**config.mk**
```make
export PLATFORM = sky130hd
export DESIGN_NAME = cdb_arbiter
export DESIGN_NICKNAME = d
export VERILOG_FILES = /design/src/rtl/cdb_arbiter.sv
export SDC_FILE = /design/constraint.sdc
export NUM_CORES = 2
export LEC_CHECK = 0
export ABC_AREA = 1
export BUFFER_PORTS_ARGS = -buffer_cell sky130_fd_sc_hd__buf_4
export CAP_MARGIN = 10
export CELL_PAD_IN_SITES_DETAIL_PLACEMENT = 2
export CELL_PAD_IN_SITES_GLOBAL_PLACEMENT = 2
export CORE_MARGIN = 2
export CORE_UTILIZATION = 35
export DETAILED_ROUTE_END_ITERATION = 16
export PLACE_DENSITY_LB_ADDON = 0.1
export SETUP_SLACK_MARGIN = 0.05
export SLEW_MARGIN = 20
export SYNTH_ARGS = -nofsm -noshare
export SYNTH_HDL_FRONTEND = slang
export SYNTH_SLANG_ARGS = --single-unit
```
**constraint.sdc**
```tcl
create_clock -name clock -period 7.25 [get_ports clock]
set_input_delay 0.725 -clock clock [delete_from_list [all_inputs] [get_ports clock]]
set_output_delay 0.725 -clock clock [all_outputs]
set_load 0.02 [all_outputs]
```
**src/rtl/cdb_arbiter.sv**
```systemverilog
// Result-broadcast stage: per-source result FIFOs feeding NUM_CDB registered
// CDB lanes, granted round-robin or by fixed priority from the FIFO heads.
module cdb_arbiter #(
    parameter int NUM_SRC    = 6,
    parameter int NUM_CDB    = 2,
    parameter int BUF_DEPTH  = 2,
    parameter int PRN_W      = 6,
    parameter int ROBN_W     = 5,
    parameter int FIXED_PRIO = 0,
    localparam int SRC_W     = $clog2(NUM_SRC)
) (
    input  logic                        clock,
    input  logic                        reset,
    input  logic                        squash,
    input  logic [NUM_SRC-1:0]          in_valid,
    output logic [NUM_SRC-1:0]          in_ready,
    input  logic [NUM_SRC*PRN_W-1:0]    in_prn,
    input  logic [NUM_SRC*32-1:0]       in_value,
    input  logic [NUM_SRC*ROBN_W-1:0]   in_robn,
    output logic [NUM_CDB-1:0]          cdb_valid,
    output logic [NUM_CDB*PRN_W-1:0]    cdb_prn,
    output logic [NUM_CDB*32-1:0]       cdb_value,
    output logic [NUM_CDB*ROBN_W-1:0]   cdb_robn,
    output logic [NUM_CDB*SRC_W-1:0]    cdb_src
);

    localparam int AW = (BUF_DEPTH > 1) ? $clog2(BUF_DEPTH) : 1;
    localparam int CW = $clog2(BUF_DEPTH) + 1;

    // FIFO storage and bookkeeping
    logic [PRN_W-1:0]  r_prn  [NUM_SRC][BUF_DEPTH];
    logic [31:0]       r_val  [NUM_SRC][BUF_DEPTH];
    logic [ROBN_W-1:0] r_robn [NUM_SRC][BUF_DEPTH];
    logic [AW-1:0]     r_rd   [NUM_SRC];
    logic [AW-1:0]     r_wr   [NUM_SRC];
    logic [CW-1:0]     r_cnt  [NUM_SRC];
    logic [SRC_W-1:0]  r_rr;

    // Registered lanes
    logic [NUM_CDB-1:0] r_lvld;
    logic [PRN_W-1:0]   r_lprn  [NUM_CDB];
    logic [31:0]        r_lval  [NUM_CDB];
    logic [ROBN_W-1:0]  r_lrobn [NUM_CDB];
    logic [SRC_W-1:0]   r_lsrc  [NUM_CDB];

    logic [NUM_SRC-1:0] w_push;
    logic [NUM_SRC-1:0] w_grant;
    logic [SRC_W-1:0]   w_start;
    logic [SRC_W-1:0]   w_last;
    logic [SRC_W-1:0]   w_rr_nxt;
    logic               w_any;
    logic [NUM_CDB-1:0] w_lvld;
    logic [PRN_W-1:0]   w_lprn  [NUM_CDB];
    logic [31:0]        w_lval  [NUM_CDB];
    logic [ROBN_W-1:0]  w_lrobn [NUM_CDB];
    logic [SRC_W-1:0]   w_lsrc  [NUM_CDB];

    function automatic logic [AW-1:0] f_inc(input logic [AW-1:0] p);
        return (p == AW'(BUF_DEPTH - 1)) ? '0 : p + 1'b1;
    endfunction

    // Readiness looks only at occupancy, never at this cycle's pop
    always_comb begin
        in_ready = '0;
        w_push   = '0;
        for (int i = 0; i < NUM_SRC; i++) begin
            in_ready[i] = (r_cnt[i] < CW'(BUF_DEPTH));
            w_push[i]   = in_valid[i] && in_ready[i] && !squash;
        end
    end

    assign w_start = (FIXED_PRIO != 0) ? '0 : r_rr;

    always_comb begin
        int n;
        int idx;
        n       = 0;
        idx     = 0;
        w_grant = '0;
        w_lvld  = '0;
        w_any   = 1'b0;
        w_last  = '0;
        for (int k = 0; k < NUM_CDB; k++) begin
            w_lprn[k]  = '0;
            w_lval[k]  = '0;
            w_lrobn[k] = '0;
            w_lsrc[k]  = '0;
        end
        for (int k = 0; k < NUM_SRC; k++) begin
            idx = (int'(w_start) + k) % NUM_SRC;
            if (r_cnt[idx] != '0 && n < NUM_CDB) begin
                w_grant[idx] = 1'b1;
                w_lvld[n]    = 1'b1;
                w_lprn[n]    = r_prn[idx][r_rd[idx]];
                w_lval[n]    = r_val[idx][r_rd[idx]];
                w_lrobn[n]   = r_robn[idx][r_rd[idx]];
                w_lsrc[n]    = SRC_W'(idx);
                w_last       = SRC_W'(idx);
                w_any        = 1'b1;
                n            = n + 1;
            end
        end
    end

    assign w_rr_nxt = (w_last == SRC_W'(NUM_SRC - 1)) ? '0 : w_last + 1'b1;

    always_ff @(posedge clock or negedge reset) begin
        if (!reset) begin
            r_rr <= '0;
        end else if (squash) begin
            r_rr <= '0;
        end else if (w_any) begin
            r_rr <= w_rr_nxt;
        end
    end

    always_ff @(posedge clock or negedge reset) begin
        if (!reset) begin
            for (int i = 0; i < NUM_SRC; i++) begin
                r_rd[i]  <= '0;
                r_wr[i]  <= '0;
                r_cnt[i] <= '0;
            end
        end else if (squash) begin
            for (int i = 0; i < NUM_SRC; i++) begin
                r_rd[i]  <= '0;
                r_wr[i]  <= '0;
                r_cnt[i] <= '0;
            end
        end else begin
            for (int i = 0; i < NUM_SRC; i++) begin
                if (w_push[i]) begin
                    r_wr[i] <= f_inc(r_wr[i]);
                end
                if (w_grant[i]) begin
                    r_rd[i] <= f_inc(r_rd[i]);
                end
                if (w_push[i] && !w_grant[i]) begin
                    r_cnt[i] <= r_cnt[i] + 1'b1;
                end else if (!w_push[i] && w_grant[i]) begin
                    r_cnt[i] <= r_cnt[i] - 1'b1;
                end
            end
        end
    end

    // Payload needs no reset: it is only read when the count says valid
    always_ff @(posedge clock) begin
        for (int i = 0; i < NUM_SRC; i++) begin
            if (w_push[i]) begin
                r_prn[i][r_wr[i]]  <= in_prn[i*PRN_W +: PRN_W];
                r_val[i][r_wr[i]]  <= in_value[i*32 +: 32];
                r_robn[i][r_wr[i]] <= in_robn[i*ROBN_W +: ROBN_W];
            end
        end
    end

    always_ff @(posedge clock or negedge reset) begin
        if (!reset) begin
            r_lvld <= '0;
            for (int k = 0; k < NUM_CDB; k++) begin
                r_lprn[k]  <= '0;
                r_lval[k]  <= '0;
                r_lrobn[k] <= '0;
                r_lsrc[k]  <= '0;
            end
        end else if (squash) begin
            r_lvld <= '0;
            for (int k = 0; k < NUM_CDB; k++) begin
                r_lprn[k]  <= '0;
                r_lval[k]  <= '0;
                r_lrobn[k] <= '0;
                r_lsrc[k]  <= '0;
            end
        end else begin
            r_lvld <= w_lvld;
            for (int k = 0; k < NUM_CDB; k++) begin
                r_lprn[k]  <= w_lprn[k];
                r_lval[k]  <= w_lval[k];
                r_lrobn[k] <= w_lrobn[k];
                r_lsrc[k]  <= w_lsrc[k];
            end
        end
    end

    assign cdb_valid = r_lvld;

    for (genvar k = 0; k < NUM_CDB; k++) begin : g_lane
        assign cdb_prn[k*PRN_W +: PRN_W]    = r_lprn[k];
        assign cdb_value[k*32 +: 32]        = r_lval[k];
        assign cdb_robn[k*ROBN_W +: ROBN_W] = r_lrobn[k];
        assign cdb_src[k*SRC_W +: SRC_W]    = r_lsrc[k];
    end

endmodule

```
# Word level (Yosys, flattened, before mapping)
# Memories as Yosys holds them, arrays and structs flattened.
# Cells that the tools add are included.
dict set report totals {
  reg_bits 121
  ram_bits 516
  input_bits 267
  output_inout_bits 100
  elab_cells 591
  mem_count 3
}
# name words word_bits rd rd_clocked_by_memory_dff wr line
set mem_list {}
lappend mem_list {r_val 6 64 6 0 6 32} ;# logic [31:0] r_val [NUM_SRC][BUF_DEPTH];
lappend mem_list {r_prn 6 12 6 0 6 31} ;# logic [PRN_W-1:0] r_prn [NUM_SRC][BUF_DEPTH];
lappend mem_list {r_robn 6 10 6 0 6 33} ;# logic [ROBN_W-1:0] r_robn [NUM_SRC][BUF_DEPTH];
dict set report op_classes {
  add_sub_neg 34
  div 6
  order_cmp 67
  n_eq_ne 1
  n_mux 330
  bitwise 33
  n_reduce_logical 89
}
# cell n
set ops {}
lappend ops {{$mux 32} 34}
lappend ops {{$mux 64} 12}
lappend ops {{$demux 32 s1} 11}
lappend ops {{$ge 32x1->1 const B} 11}
lappend ops {{$not 32->32} 11}
lappend ops {{$bwmux 64} 5}
lappend ops {{$lt 32x3->1 const B} 10}
lappend ops {{$mux 6} 44}
lappend ops {{$ge 32x4->1 const B} 6}
lappend ops {{$lt 32x5->1 const B} 6}
lappend ops {{$ge 32x2->1 const B} 5}
lappend ops {{$lt 32x1->1 const B} 5}
lappend ops {{$mod 32x4->32 const B} 5}
lappend ops {{$mux 12} 13}
lappend ops {{$mux 5} 30}
lappend ops {{$add 32x2->32 const B} 4}
lappend ops {{$mux 10} 12}
lappend ops {{$demux 6 s1} 11}
lappend ops {{$bwmux 12} 5}
lappend ops {{$mux 1} 60}
lappend ops {{$mux 2} 30}
lappend ops {{$demux 5 s1} 11}
lappend ops {{$logic_and 1x1->1} 51}
lappend ops {{$bwmux 10} 5}
lappend ops {{26 further kinds} 163}

# Longest topological paths before layout
dict set report depth {
  ltp_word 27
  ltp_mapped 40
  ltp_nobuf 35
}

# Least setup slack after synthesis
# No wires, ideal clock.
dict set report synth_timing {
  kind {flip-flop to flip-flop}
  from {reg r_rr[0]}
  to {reg r_rr[2]}
  setup_time_ns 0.127
  t_arrival_ns 6.467
  required_time_ns 7.123
  setup_slack_ns 0.656
  path_stages_with_launch 37
  path_buffers 7
  period_less_slack_ns 6.594
  path_cell_list {dfrtp_1 > buf_2 > inv_1 > clkbuf_1 > clkbuf_1 > clkbuf_1 > clkbuf_1 > ha_1 > buf_2 > inv_2 > nand3_1 > nand2_1 > nand2_1 > nand2_1 > nand2_1 > nand2_1 > nand2_1 > buf_2 > ha_1 > nor2_1 > inv_1 > fa_1 > inv_1 > ha_1 > o21a_1 > ha_1 > o21a_1 > a21oi_2 > nand2_2 > o21ai_0 > a21oi_1 > a21oi_1 > ha_1 > nand3b_1 > nand2_1 > nand2_1 > o21ai_0}
}
dict set report synth_between {
  elab_chain_cells 26
  elab_cells_between_ends 78
  cone_classes {10 x add/sub; 6 x div; 5 x order compare; 1 x eq/ne; 38 x mux; 6 x bitwise; 12 x reduce/logical}
}
# element line
set synth_rtl {}
lappend synth_rtl {{from (decl)} 37} ;# logic [SRC_W-1:0] r_rr;
lappend synth_rtl {{from (signal assigned)} 113} ;# r_rr <= w_rr_nxt;
lappend synth_rtl {{branches (longest 26 deep; another with $mod 32x4->32)} n/a}
# Parallel ways; which one is timed is not known. The select of a mux whose other input is x is not followed.
# A chain may end at the register's enable or synchronous reset.

# Worst setup path after layout
dict set report layout_timing {
  from {reg r_rr[1]}
  to {reg r_lval, in the netlist cdb_value[15]}
}
dict set report layout_between {
  elab_chain_cells 27
  elab_cells_between_ends 145
  cone_classes {9 x add/sub; 6 x div; 15 x order compare; 81 x mux; 17 x bitwise; 16 x reduce/logical; 1 x memory}
}
# element line
set layout_rtl {}
lappend layout_rtl {{branches (longest 25 deep; another with $mod 32x4->32)} n/a}
lappend layout_rtl {{$mux 64 *} 91} ;# if (r_cnt[idx] != '0 && n < NUM_CDB) begin
lappend layout_rtl {{$mux 64 *} 167} ;# end else if (squash) begin
lappend layout_rtl {{to (signal, indexed assignment)} 179} ;# r_lval[k] <= w_lval[k];
lappend layout_rtl {{to (decl)} 42} ;# logic [31:0] r_lval [NUM_CDB];
# Mark *: on every way between the ends. The select of a mux whose other input is x is not followed.

==> impl_metrics.env <==
export IMPL_status="finished clean"
export IMPL_dp_hpwl_um=186400
export IMPL_met2_usage=0.5754
export IMPL_final_max_slew_viol_count=0
export IMPL_clkSinkCount=637
export IMPL_hold_class="primary input to asynchronous set/reset pin"
export IMPL_grt_max_degree=205
export IMPL_finalNetCount=6277
export IMPL_critPathArrivalTime_ps=7240
export IMPL_ys_seq_elements=637
export IMPL_post_cts_buffers=0
export IMPL_crit_start="r_rr[1]"
export IMPL_setup_viol=0
export IMPL_routabilityCongestion=0.9793
export IMPL_critPathTopFamily="adder cells"
export IMPL_path_depth=27
export IMPL_nFillCells=13980
export IMPL_worst_path_buf_inv=8
export IMPL_synth_warnings=0
export IMPL_rsz0062_at_grt="false"
export IMPL_ys_types=50
export IMPL_synth_nets=6089
export IMPL_drt_first_pass_iters=5
export IMPL_reg2reg_setup_slack_ps=600
export IMPL_ctsHtreeMaxLevel=3
export IMPL_startpoint_type="flop"
export IMPL_r2r_end="cdb_value[15]"
export IMPL_crit_top_cell="ha_1"
export IMPL_clk_pin_slew_worst_paths_ps=60
export IMPL_ys_seq_area_frac=0.4366
export IMPL_drv_cap=0
export IMPL_place_area_mm2=0.04711
export IMPL_drt_initial_drc_count=6128
export IMPL_grt_pass1_wl_um=369800
export IMPL_ys_async_sr_fraction=0.1900
export IMPL_r2r_start="r_rr[1]"
export IMPL_final_area_mm2=0.04963
export IMPL_grt_pass1_vias=49120
export IMPL_globalRoute_totalOverflow=0
export IMPL_slew_limit_headroom=0.1258
export IMPL_hold_viol_final=0
export IMPL_hold_ws_ps=37.50
export IMPL_routed_via_density=6.322
export IMPL_critPathCaptureType="flop"
export IMPL_insertion_delay_ps=690
export IMPL_cp_endpoint="cdb_value[15]"
export IMPL_worstMarginPinSlew_ps=1298
export IMPL_drc=0
export IMPL_finalWorstSetupSlack_ps=595.5
export IMPL_globalRouteMet1Util=0.5691
export IMPL_cp_required_ps=7840
export IMPL_row_count=127
export IMPL_path_max_fanout=39
export IMPL_fin_setup_tns_ps=0
export IMPL_cts_root_buffer="clkbuf_16"
export IMPL_ff2ff_path_depth=27
export IMPL_dp_slack_ps=540.5
export IMPL_synth_edf_count=516
export IMPL_cpMaxStageDelayCell="fa_1"
export IMPL_cts_tree="done"
export IMPL_cp_slowest_stage_delay_ps=630
export IMPL_die_area_mm2=0.1240
export IMPL_skew_ps=21.80
export IMPL_synth_area_mm2=0.04243
export IMPL_postRouteAntennaNets=0
export IMPL_die_y_um=352.2
export IMPL_grt_util_all_layers=0.4123
export IMPL_finalCritPeriodShare=0.9179
export IMPL_met3_usage=0.1533
export IMPL_ys_flop_type="edfxtp_1"
export IMPL_core_area_mm2=0.1201
export IMPL_vias=48460
export IMPL_drive_gt1_frac=0.1261
export IMPL_ioPinCount=367
export IMPL_portBuffers=366
export IMPL_timing_fmax_ghz=0.1503
export IMPL_synthCells=5795
export IMPL_crit_type="flop to flop"
export IMPL_top_usage_layer="met2"
export IMPL_cts_buffers=77
export IMPL_wl_per_cell_um=34.39
export IMPL_clock_path_buffers=3
export IMPL_period_needed_ps=6654
export IMPL_syn_to_final_growth_pct=16.98
export IMPL_avgSynthCellArea_um2=7.322
export IMPL_die_x_um=352.2
export IMPL_start_util=0.3532
export IMPL_antenna_found_initial=14
export IMPL_routed_wl_um=263600
## layer usage
layer | share of wire | vias to the layer above
met1 | 0.42 | 24580
met3 | 0.13 | 615
met2 | 0.40 | 2948
li1 | - | 20290
met4 | 0.045 | 16
met5 | 0.00044 | -
## cell usage after synthesis (3+ instances only)
master,n,area share
dfrtp_1,121,0.071
a221oi_1,8,0.0017
clkbuf_1,295,0.026
inv_2,20,0.0018
clkinv_1,6,0.00053
a22oi_1,6,0.0011
o21ai_1,42,0.0050
o21ai_0,938,0.11
o21a_1,8,0.0014
nand2_2,15,0.0022
o221ai_1,105,0.022
a41oi_1,3,0.00062
a21oi_1,333,0.039
ha_1,26,0.0077
nor3_1,37,0.0044
edfxtp_1,516,0.37
a211oi_1,24,0.0042
nand2_4,8,0.0021
mux2i_1,12,0.0028
inv_4,3,0.00044
inv_1,530,0.047
buf_6,6,0.0016
a31oi_1,8,0.0012
a31o_2,5,0.0010
buf_4,7,0.0012
nor2_1,302,0.027
nand4_1,21,0.0031
buf_2,99,0.012
o22ai_1,321,0.047
nand3_1,177,0.021
o211ai_1,54,0.0096
buf_1,26,0.0023
o31ai_1,22,0.0039
nand2_1,1667,0.15
## registers in the layout, indices dropped and copies added (netlist names)
| name | flops |
|---|---|
| r_val | 384 |
| r_prn | 72 |
| cdb_value | 64 |
| r_robn | 60 |
| cdb_prn | 12 |
| r_cnt | 12 |
| cdb_robn | 10 |
| cdb_src | 6 |
| r_rd | 6 |
| r_wr | 6 |
| r_rr | 3 |
| cdb_valid | 2 |
## metrics by stage
stage,utilization,instances
final,0.4131,7664
after global routing,0.4130,7656
after CTS,0.4129,7656
after detailed placement,0.3922,7516
after global placement,0.3921,7516
after floorplan,-,5795
## area by class of cell
type                       instances  area, um2  share of cell area
antenna                            8      20.02           0.0004034
timing repair buffer             544       4242             0.08546
clock inverter                    44      419.2            0.008445
clock buffer                      96       2069             0.04170
sequential                       637      18530              0.3733
inverter                         559       2117             0.04266
multi-input combinational       4164      20220              0.4074
tap                             1612       2017             0.04064
## worst min-delay path by stage
stage | endpoint | slack [ps]
4_1_cts | r_rd[4] | 30
6_report | r_cnt[9] | 40
5_1_grt | r_cnt[9] | 70
3_3_place_gp | r_rd[0] | 460
2_1_floorplan | cdb_prn[0] | 430
3_5_place_dp | r_rd[0] | 470
## worst register-to-register path, cell delays in order, from the launching register on
cell and delay [ps]:
dfrtp_1 480, inv_1 260, ha_1 570, ha_1 290, inv_1 60, nand2_1 80
nand2_4 280, nor2_1 130, a21oi_1 190, nand2_1 110, ha_1 210, nor2_1 140
inv_1 80, fa_1 630, inv_1 140, ha_1 340, o21a_1 210, ha_1 290
o21a_1 180, a21oi_2 100, buf_4 170, nand2_2 140, inv_2 140, nand2_4 240
inv_2 410, buf_6 350, nand2_1 130, a21oi_1 220
## kinds of logic after synthesis
family,Yosys count,share of synthesized area
simple gates,2236,0.2087
compound gates,1888,0.2508
buf+inv,994,0.09277
flops,637,0.4366
fa+ha+maj,27,0.008139
mux,12,0.002831
xor+xnor,1,0.0002065
## cells in the final DEF, fill, tap and decap left out, types with 13 or more instances in the layout
master        n
o31ai_1      20
nand3_1     177
nor2_1      282
inv_2        22
o21ai_1      56
clkinv_1     20
clkbuf_1     13
dfrtp_1     120
o221ai_1    105
ha_1         24
a211oi_1     24
a21oi_1     333
clkbuf_16    78
nor3_1       37
buf_4       530
edfxtp_1    516
clkinv_2     17
o22ai_1     321
nand4_1      21
inv_1       524
o21ai_0     923
nand2_1    1656
nand2_2      23
nor2_4       20
o211ai_1     54
## timing repair
item | 4_1_cts | 5_1_grt
endpoints found under the hold margin | 0 | 0
setup endpoints to repair | 0 | 5
resized for setup | 0 | 1
hold buffers | 0 | 0
Power is not shown: default switching activity piles up to over one toggle a cycle in this logic, so the estimate is an artifact.
